`src/rtl/fifo_wr_arbiter_pkg.sv`:
```
// Shared definitions for the FIFO write-port arbiter: state encoding, default
// sizing and the owner-index width helper.
package fifo_wr_arbiter_pkg;

    typedef enum logic {
        IDLE = 1'b0,
        OWN  = 1'b1
    } arb_state_t;

    localparam int DEFAULT_NREQ      = 4;
    localparam int DEFAULT_DW        = 8;
    localparam int DEFAULT_MAX_BURST = 4;

    // Width of an index into n requesters; never narrower than one bit.
    function automatic int owner_w(input int n);
        return (n > 1) ? $clog2(n) : 1;
    endfunction

endpackage

```
`src/rtl/fifo_wr_arbiter_rr_pick.sv`:
```
// Combinational round-robin selector: finds the first asserted request when
// scanning rr_ptr, rr_ptr+1, ... modulo N. The read side can reuse it as is.
module fifo_wr_arbiter_rr_pick
    import fifo_wr_arbiter_pkg::*;
#(
    parameter int N = DEFAULT_NREQ,
    localparam int W = owner_w(N)
) (
    input  logic [N-1:0] req,
    input  logic [W-1:0] rr_ptr,
    output logic         valid,
    output logic [W-1:0] index
);

    logic [W-1:0] idx;

    // Scan from the farthest slot back to rr_ptr so the nearest hit wins.
    always_comb begin
        // NOTE: every combinational output gets a default first, so no path
        // leaves it unassigned and no latch is inferred.
        valid = 1'b0;
        index = '0;
        idx   = '0;
        for (int k = N - 1; k >= 0; k--) begin
            idx = W'((int'(rr_ptr) + k) % N);
            if (req[idx]) begin
                valid = 1'b1;
                index = idx;
            end
        end
    end

endmodule

```
`src/rtl/fifo_wr_arbiter.sv`:
```
// Round-robin burst arbiter for the single FIFO write port. Define
// WR_ARB_STATS_EN to add per-requester write counters and a stall counter.
module fifo_wr_arbiter
    import fifo_wr_arbiter_pkg::*;
#(
    parameter int NREQ      = DEFAULT_NREQ,
    parameter int DW        = DEFAULT_DW,
    parameter int MAX_BURST = DEFAULT_MAX_BURST
) (
    input  logic                     clk,
    input  logic                     rst,
    input  logic [NREQ-1:0]          req,
    input  logic [NREQ-1:0]          last,
    input  logic [NREQ*DW-1:0]       wdata_in,
    input  logic                     wfull,
    output logic [NREQ-1:0]          gnt,
    output logic                     winc,
    output logic [DW-1:0]            wdata,
    output logic [owner_w(NREQ)-1:0] owner,
    output logic                     busy
`ifdef WR_ARB_STATS_EN
    ,
    output logic [NREQ*16-1:0]       wr_count,
    output logic [15:0]              stall_count
`endif
);

    localparam int OW = owner_w(NREQ);
    localparam int BW = $clog2(MAX_BURST + 1);

    arb_state_t    state;
    logic [OW-1:0] rr_ptr;
    logic [BW-1:0] beat_cnt;
    logic          pick_valid;
    logic [OW-1:0] pick_index;
    logic          accept;
    logic          burst_end;
    logic [OW-1:0] owner_next;
    logic [DW-1:0] slice [NREQ];

    fifo_wr_arbiter_rr_pick #(.N(NREQ)) u_rr_pick (
        .req    (req),
        .rr_ptr (rr_ptr),
        .valid  (pick_valid),
        .index  (pick_index)
    );

    always_comb begin
        for (int i = 0; i < NREQ; i++) begin
            slice[i] = wdata_in[i*DW +: DW];
        end
    end

    assign busy       = (state == OWN);
    assign accept     = busy & req[owner] & ~wfull;
    assign winc       = accept;
    assign wdata      = busy ? slice[owner] : '0;
    assign burst_end  = accept & (last[owner] | (beat_cnt + 1'b1 == BW'(MAX_BURST)));
    assign owner_next = (owner == OW'(NREQ - 1)) ? '0 : owner + 1'b1;

    always_comb begin
        gnt        = '0;
        gnt[owner] = accept;
    end

    // Ownership is always released through IDLE, giving a one-cycle gap
    // between owners even when another request is already waiting.
    always_ff @(posedge clk or posedge rst) begin
        if (rst) begin
            state    <= IDLE;
            owner    <= '0;
            rr_ptr   <= '0;
            beat_cnt <= '0;
        end else begin
            // NOTE: sequential state uses non-blocking assignments so every
            // register samples pre-edge values regardless of statement order.
            case (state)
                IDLE: begin
                    if (pick_valid) begin
                        owner    <= pick_index;
                        beat_cnt <= '0;
                        state    <= OWN;
                    end
                end
                OWN: begin
                    if (accept) begin
                        beat_cnt <= beat_cnt + 1'b1;
                    end
                    if (burst_end || !req[owner]) begin
                        state  <= IDLE;
                        rr_ptr <= owner_next;
                    end
                end
                default: state <= IDLE;
            endcase
        end
    end

`ifdef WR_ARB_STATS_EN
    logic [15:0] wr_cnt_q [NREQ];
    logic [15:0] stall_q;

    always_ff @(posedge clk or posedge rst) begin
        if (rst) begin
            for (int i = 0; i < NREQ; i++) begin
                wr_cnt_q[i] <= '0;
            end
            stall_q <= '0;
        end else begin
            for (int i = 0; i < NREQ; i++) begin
                if (accept && owner == OW'(i) && wr_cnt_q[i] != 16'hFFFF) begin
                    wr_cnt_q[i] <= wr_cnt_q[i] + 16'd1;
                end
            end
            if (busy && req[owner] && wfull && stall_q != 16'hFFFF) begin
                stall_q <= stall_q + 16'd1;
            end
        end
    end

    always_comb begin
        for (int i = 0; i < NREQ; i++) begin
            wr_count[i*16 +: 16] = wr_cnt_q[i];
        end
    end

    assign stall_count = stall_q;
`endif

endmodule

```
`config.mk`:
```
export PLATFORM = sky130hd
export DESIGN_NAME = fifo_wr_arbiter
export DESIGN_NICKNAME = d
export VERILOG_FILES = /design/src/rtl/fifo_wr_arbiter_pkg.sv /design/src/rtl/fifo_wr_arbiter_rr_pick.sv /design/src/rtl/fifo_wr_arbiter.sv
export SDC_FILE = /design/constraint.sdc
export NUM_CORES = 1
export LEC_CHECK = 0
export ABC_AREA = 0
export CAP_MARGIN = 40
export CORE_ASPECT_RATIO = 0.9
export CORE_MARGIN = 2
export CORE_UTILIZATION = 38
export CTS_CLUSTER_DIAMETER = 80
export CTS_CLUSTER_SIZE = 25
export DETAILED_ROUTE_END_ITERATION = 8
export GPL_TIMING_DRIVEN = 0
export PLACE_DENSITY_LB_ADDON = 0.2
export SYNTH_ARGS = -nofsm -noshare
export SYNTH_HDL_FRONTEND = slang
export SYNTH_SLANG_ARGS = --single-unit
```
`constraint.sdc`:
```
create_clock -name clk -period 4.2 [get_ports clk]
set_clock_uncertainty 0.15 [all_clocks]
set_input_delay 0.84 -clock clk [delete_from_list [all_inputs] [get_ports clk]]
set_output_delay 0.84 -clock clk [all_outputs]
set_load 0.005 [all_outputs]
```
# Word-level counts from Yosys, hierarchy flattened
# Index checks and enable logic that the tools add are counted.
dict set report classes {
  n_eq_ne 4
  n_shift 0
  n_mul 0
  addsub 5
  n_reduce_logical 6
  mux 33
  div_mod_pow 0
  n_bitwise 8
  order_cmp 7
}
# op count
set op_table {}
lappend op_table {{8-bit 2-to-1 mux} 3}
lappend op_table {{8-bit binary-select mux with 2-bit select} 1}
lappend op_table {{2-bit by 3-bit < comparator with 1-bit output, second input constant} 5}
lappend op_table {{1-bit 2-to-1 mux} 13}
lappend op_table {{1-bit binary-select mux with 2-bit select} 6}
lappend op_table {{2-bit 2-to-1 mux} 5}
lappend op_table {{3-bit 2-to-1 mux} 2}
lappend op_table {{3-bit case mux with 2 select lines} 1}
lappend op_table {{2-bit AND reduction} 3}
lappend op_table {{2-bit by 1-bit adder with 2-bit output, second input constant} 2}
lappend op_table {{2-bit adder, second input constant} 2}
lappend op_table {{4-bit AND} 1}
lappend op_table {{3-bit by 1-bit adder with 3-bit output, second input constant} 1}
lappend op_table {{1-bit AND} 3}
lappend op_table {{3-bit equality test, second input constant} 1}
lappend op_table {{3-bit greater-or-equal comparator, second input constant} 1}
lappend op_table {{2-bit NOT with 3-bit output} 1}
lappend op_table {{1-bit demux with 2-bit select} 1}
lappend op_table {{2-bit equality test, second input constant} 1}
lappend op_table {{2-bit by 1-bit greater-or-equal comparator with 1-bit output, second input constant} 1}
lappend op_table {{2-bit by 1-bit inequality test with 1-bit output, second input constant} 1}
lappend op_table {{2-bit inequality test, second input constant} 1}
lappend op_table {{1-bit NOT} 2}
lappend op_table {{1-bit case mux with 2 select lines} 1}
lappend op_table {{4 further kinds} 4}
dict set report totals {
  memories 0
  wordCells 67
  romBits 0
  ram_bits 0
  input_bits 43
  latchBits 0
  reg_bits 8
}

# Depth between registers and ports, before layout
dict set report depth {
  word_depth 9
  ltp_mapped 5
}

# By module
# A second synthesis with hierarchy kept.
dict set report hier_totals {
  cells_unflattened 80
  area_unflattened_um2 858.3
}
# mod area_each_um2 cells_each n_inst
set by_module_without_submodules {}
lappend by_module_without_submodules {fifo_wr_arbiter 780.7 67 1}
lappend by_module_without_submodules {fifo_wr_arbiter_rr_pick 77.6 13 1}

# Least setup slack after synthesis
# OpenSTA, ideal clock, no wires.
dict set report synth_path {
  path_type {input to output}
  from {input port req[3]}
  to {output port winc}
  t_arrival_ps 1605
  cell_stages 3
  n_path_buf 1
  path_slack_ps 1605
  cell_sequence {mux4_2 -> and2_4 -> buf_6}
}
dict set report synth_via {
  elab_chain_len 4
}
# item line
set synth_lines {}
lappend synth_lines {{start, declared} fifo_wr_arbiter.sv:12} ;# input logic [NREQ-1:0] req,
lappend synth_lines {{1-bit binary-select mux with 2-bit select} fifo_wr_arbiter.sv:55} ;# assign accept = busy & req[owner] & ~wfull;
lappend synth_lines {{1-bit 2-to-1 mux (not written as such)} fifo_wr_arbiter.sv:55}
lappend synth_lines {{1-bit AND (2 in a row)} fifo_wr_arbiter.sv:55}
lappend synth_lines {{end, declared} fifo_wr_arbiter.sv:17} ;# output logic winc,
# Every way passes these cells. The select of a mux whose other input is x is not followed.

# Final worst setup path
# Same ends and word-level chain as after synthesis.

==> qor.csv <==
stage,metric,value,unit
synth,share of synthesized flip-flops with an asynchronous set or reset,1.00,
synth,post-synthesis sequential area ratio,0.228,
timing,worst hold slack across all endpoints,0.357,ns
timing,Max-slew headroom,0.678,
clocking,Root Buffer Master,sky130_fd_sc_hd__clkbuf_4,
clocking,number of CTS-inserted buffers,3,
worst_setup_path,peak per-stage delay on the critical path,0.57,ns
status,outcome,"finished, final reports clean",
synth,share of Yosys cell area claimed by the top area cell type,0.231,
worst_setup_path,R2R Setup Slk,2.11,ns
placement,quantity of I/O buffers inserted on ports,58,
floorplan,row count,16,
timing,maximum clock rate,274,MHz
detailed_routing,Pre-Repair DR Iteration Count,4,
global_routing,All-Layer GR Usage,0.197,
synth,number of instances in the synthesized netlist,85,
worst_setup_path,capturing element type of the critical path,primary output,
detailed_routing,detailed-route vias per instance,5.23,
pwr,worst-case vdd ir drop,342,uV
synth,number of library cell types mapped by synthesis,32,
final_layout,most frequent standard cell in the layout excluding fill and tap cells,sky130_fd_sc_hd__clkdlybuf4s50_1,
detailed_routing,Iteration-0 DRC Markers,11,
detailed_routing,number of vias after detailed routing,904,
clocking,CTS clock-pin slew for the worst setup and hold paths,0.05,ns
floorplan,Die ar.,2710,um^2
worst_setup_path,crit-path leading delay family,buffers and inverters,
timing,final critical-path required period,3.65,ns
worst_setup_path,CP max FO,7,
global_routing,GRT overflow,0,
synth,number of nets in the synthesized netlist,134,
final_layout,register area,200,um^2
detailed_routing,total routed wirelength,2540,um
pwr,PD cells,503,nW/um^2
floorplan,number of I/O pins,59,
global_routing,initial antenna violation count,0,
detailed_routing,Antenna Violating Nets Remaining,0,
detailed_routing,per-cell routed wire length,14.7,um
global_routing,first-pass GRT wire length,3950,um
final_layout,number of cells in the finished layout apart from fillers,173,
final_layout,final-stage net count,197,
pwr,cell leakage power,0.653,nW
clocking,post-CTS setup-driven buffer insertion count,0,
worst_setup_path,Most common cell on crit path,sky130_fd_sc_hd__clkdlybuf4s50_1,
global_routing,number of global-route vias before repair,921,
timing,Pins Over Slew Limit,0,
timing,unrepaired setup endpoints after global routing,false,
placement,final weighted congestion in routability-driven placement,0.808,
timing,final hold viol count,0,
final_layout,area of the multi-input gates,624,um^2
global_routing,largest net degree at the start of global routing,11,
synth,"EDFF count, synth",0,
synth,top flip-flop cell by instance count after synthesis,sky130_fd_sc_hd__dfrtp_1,
clocking,CTS tree,built,
worst_setup_path,"Cell Chain, Critical Path",clkdlybuf4s50_1 > mux4_2 > and2_4 > buf_6 > clkdlybuf4s50_1,
final_layout,# diodes,0,
worst_setup_path,worst path buffer plus inverter count,3,
clocking,PostCTS Resize Cnt,0,
synth,"FF+latch count, synth",8,
timing,slew at the pin closest to its max-slew limit,0.482,ns
timing,Final TNS setup,0,ns
placement,half-perimeter wire length after detailed placement,2100,um
final_layout,Area growth syn-to-layout,72.5,%
min_path,path type of the worst min-delay path,flop to flop,
floorplan,Die H,49.6,um
worst_setup_path,"slowest stage cell, crit path",sky130_fd_sc_hd__mux4_2,
worst_setup_path,path type of the worst setup path,input port to primary output,
job,max-cap check violation count,0,
worst_setup_path,Crit path required time,3.21,ns
worst_setup_path,CP arrival,2.66,ns
worst_setup_path,startpoint class of the critical path,input port,
synth,area of the mapped netlist,878,um^2
placement,Placed Instances,170,
timing,fraction of the cycle the final worst path needs,0.869,
clocking,maximum clock path buffer count,2,
pwr,total power after layout,0.762,mW
final_layout,most frequent cells in the layout,"sky130_fd_sc_hd__clkdlybuf4s50_1, sky130_fd_sc_hd__mux4_2, sky130_fd_sc_hd__and2_1, sky130_fd_sc_hd__dfrtp_1, sky130_fd_sc_hd__inv_1",
final_layout,number of inserted filler cells in the final layout,171,
synth,synthesized area per cell,10.3,um^2
timing,final-report setup violation count,0,
clocking,insertion delay to the later sink of the worst-skew pair,0.25,ns
clocking,cts-stage hold buffer count,0,
final_layout,fraction of layout instances using a drive strength above 1,0.144,
synth,synth top area cells,"sky130_fd_sc_hd__mux4_2, sky130_fd_sc_hd__dfrtp_1, sky130_fd_sc_hd__ha_1, sky130_fd_sc_hd__and2_1, sky130_fd_sc_hd__inv_1",
synth,Synth area leader,sky130_fd_sc_hd__mux4_2,
clocking,count of clock tree sinks,8,
synth,Yosys warning total,0,
floorplan,Starting Density,0.403,
detailed_routing,DR DRC count,0,
floorplan,CORE AREA,2180,um^2
floorplan,Die W,54.7,um
clocking,deepest level of the CTS H-tree,1,
## power by group
part	leakage [nW]	internal, mW	total (mW)	switching, mW
logic	0.540	0.335	0.549	0.214
clock network	0.0138	0.0326	0.0570	0.0245
registers	0.0994	0.112	0.156	0.0438
total	0.653	0.479	0.762	0.282
## worst reg2reg max path, cell delays in order (launching register included)
cell and delay (ns):
sky130_fd_sc_hd__dfrtp_1 0.47, sky130_fd_sc_hd__buf_4 0.25, sky130_fd_sc_hd__mux2i_1 0.24, sky130_fd_sc_hd__nor4_1 0.08
sky130_fd_sc_hd__nor4_2 0.41, sky130_fd_sc_hd__mux2_2 0.38
## flip-flops by register name, summed over array words and instances, names as in the netlist
signal	cells
beat_cnt	3
owner	2
busy	1
rr_ptr	2
## worst paths after layout
path,startpoint,endpoint,depth (start not counted)
setup / recovery,req[3],winc,5
max in group asynchronous,rst,owner[0],2
hold reg to reg,beat_cnt[2],beat_cnt[2],1
min in group asynchronous,rst,busy,2
setup reg to reg,owner[1],rr_ptr[1],5
hold / removal,beat_cnt[2],beat_cnt[2],1
## synthesized netlist by cell type, types with 3 or more instances
cell type / n
sky130_fd_sc_hd__mux4_2: 9
sky130_fd_sc_hd__ha_1: 6
sky130_fd_sc_hd__nand2_1: 3
sky130_fd_sc_hd__a21oi_1: 3
sky130_fd_sc_hd__and3_1: 4
sky130_fd_sc_hd__and2_1: 8
sky130_fd_sc_hd__nor2b_1: 3
sky130_fd_sc_hd__dfrtp_1: 8
sky130_fd_sc_hd__nor4_1: 3
sky130_fd_sc_hd__inv_1: 7
sky130_fd_sc_hd__nor2_1: 5
## layout make-up
type	count	area share
Timing Repair Buffer	58	0.383
Multi-Input combinational cell	66	0.412
Buffer	4	0.0182
Tap cell	27	0.0223
Sequential cell	8	0.132
Inverter	7	0.0173
Clock buffer	3	0.0149
## logic make-up after synthesis
kind of cell,Yosys count,share of synthesized area
buf+inv,11,0.0613
fa+ha+maj,6,0.0855
compound gates,16,0.132
simple gates,30,0.201
mux,14,0.292
flops,8,0.228
## routing by layer
metal	vias to the layer above	share of wire	global-route usage
li1	440	-	-
met4	0	0.0083	0.0792
met5	-	0	0
met2	38	0.49	0.353
met3	4	0.11	0.0485
met1	422	0.39	0.212
## per-stage QoR
stage,utilization,area [um^2],worst slack (ns)
2_1_floorplan,-,878,1.60
3_3_place_gp,0.684,1490,0.591
3_5_place_dp,0.684,1490,0.553
4_1_cts,0.694,1520,0.562
5_1_grt,0.694,1520,0.487
6_report,0.694,1520,0.549
Power figures use the tool's default switching activity.
==> patch, RTL diff (config.mk and constraints unchanged) <==
Build with the macro `WR_ARB_STATS_EN` defined.
--- a/src/rtl/fifo_wr_arbiter.sv
+++ b/src/rtl/fifo_wr_arbiter.sv
@@ -2,2 +2,4 @@
 // WR_ARB_STATS_EN to add per-requester write counters and a stall counter.
+`define WR_ARB_STATS_EN
+
 module fifo_wr_arbiter
Check against the original RTL (old outputs only; new: stall_count and wr_count): equivalent (Yosys induction, for registers that start in step).
==> patch against the original RTL <==
- worst setup slack worse by 0.12 ns
- combinational power up 65%
- count of clock-buffer cells in the layout up 8
- maximum frequency down 3.2%
- power rose to 3.8 times the old value
- design area rose to 4.3 times the old value
- sequential share of layout area up 21 points
- sequential cell count up 80
- area after synthesis rose to 5.2 times the old value
- routed wire length rose to 4.1 times the old value
- first-iteration DRC count rose to 21 times the old value
- clock power rose to 15 times the old value
- highest routed layer unchanged
==> patch: results <==
group,metric,value,unit
yosys,async_flop_share,100,%
detailed_routing,totalWireLength,10500,um
cells_and_area,drive_gt1_share,8.26,%
clock_tree,clock-root-buffer,"clkbuf_16",
detailed_routing,dr.pass1.iters,4,
clock_tree,h-tree-depth,3,
sta,hold_viol,0,
power,powerClk,0.832,mW
worst_setup_path,cp_max_fo,8,
place,hpwlAfterDp,7880,um
place,dp_cells,710,
detailed_routing,routed_via_density,5.06,
place,gp_congestion,0.809,
sta,relSlewSlack,59.7,%
place,place_ws,0.418,ns
grt,grt_pass1_vias,3518,
clock_tree,path_clk_slew,0.06,ns
power,p_leak,2.82,nW
yosys,syn_nets,469,
clock_tree,cts_buffers,9,
yosys,ys_seq_area_share,48.5,%
yosys,synth.avg_cell_area,10.9,um^2
place,io_buffers,138,
worst_setup_path,max_stage_delay,0.59,ns
cells_and_area,largest_reg_flops,64,
yosys,synth-edff-count,0,
grt,grt_max_degree,51,
yosys,synthTopCellsByArea,"dfrtp_1, xnor2_1, xor2_1, mux4_2, nand4_1",
cells_and_area,nets,619,
detailed_routing,drt_iter0_drc,233,
power,p_comb,0.908,mW
clock_tree,insertion_delay,0.35,ns
yosys,synth.distinct_cells,42,
grt,grtUsageTotal,17.2,%
yosys,synth_common_cells,"dfrtp_1, xnor2_1, nand2_1",
power,switching_power,0.834,mW
outcome,status,"completed",
detailed_routing,detail_route.wl_per_cell,14.5,um
grt,grt_pass1_wl,17600,um
power,vdd_ir_drop_max,255,uV
place,placed_cell_area,6150,um^2
hold_path,hold_class,"flip-flop to flip-flop",
==> patch: stage by stage <==
step	power, mW	setup TNS [ns]
finish	2.86	0
detailed placement	2.05	0
global route	3.04	0
floorplan	1.59	0
CTS	2.90	0
global placement	2.03	-48.50
==> patch: worst max-delay path, delay by kind of cell <==
| family | cells | cell delay, ns |
|---|---|---|
| buf+inv | 3 | 1.10 |
| simple gates | 1 | 0.24 |
| mux | 1 | 0.59 |
==> patch: per-layer routing <==
metal,up-vias,wire (um),GRT usage [%]
met3,13,790,6.57
met4,0,152,5.02
li1,1779,-,-
met1,1756,4730,22.5
met2,119,4850,26.8
met5,-,0,0
==> patch: final cells by class <==
type	count	area, um^2
Inverter	14	55.1
Fill cell	974	5070
Buffer	12	65.1
Timing Repair Buffer	139	1410
Clock buffer	11	233
Clock inverter	4	70.1
Multi-Input combinational cell	301	2220
Sequential cell	88	2200
Tap cell	156	195
==> patch: cell families after synthesis <==
kind of cell / after synthesis / share of synthesized area [%]
DFF: 88 / 48.5
and+or+nand+nor: 176 / 21.0
buffers and inverters: 26 / 2.59
xor gates and xnor gates: 74 / 14.3
muxes: 18 / 7.00
AOI/OAI and AO/OA: 22 / 3.69
adders and majority gates: 11 / 3.03
==> patch: worst paths after layout <==
check / startpoint / to / slack [ns] / cells past startpoint
min in group asynchronous: rst / stall_count[0] / 0.73 / 2
min: wr_count[55] / wr_count[55] / 0.34 / 1
min reg2reg: wr_count[55] / wr_count[55] / 0.34 / 1
max: req[0] / gnt[1] / 0.43 / 5
max reg2reg: owner[1] / wr_count[33] / 1.82 / 5
max in group asynchronous: rst / wr_count[46] / 2.54 / 3
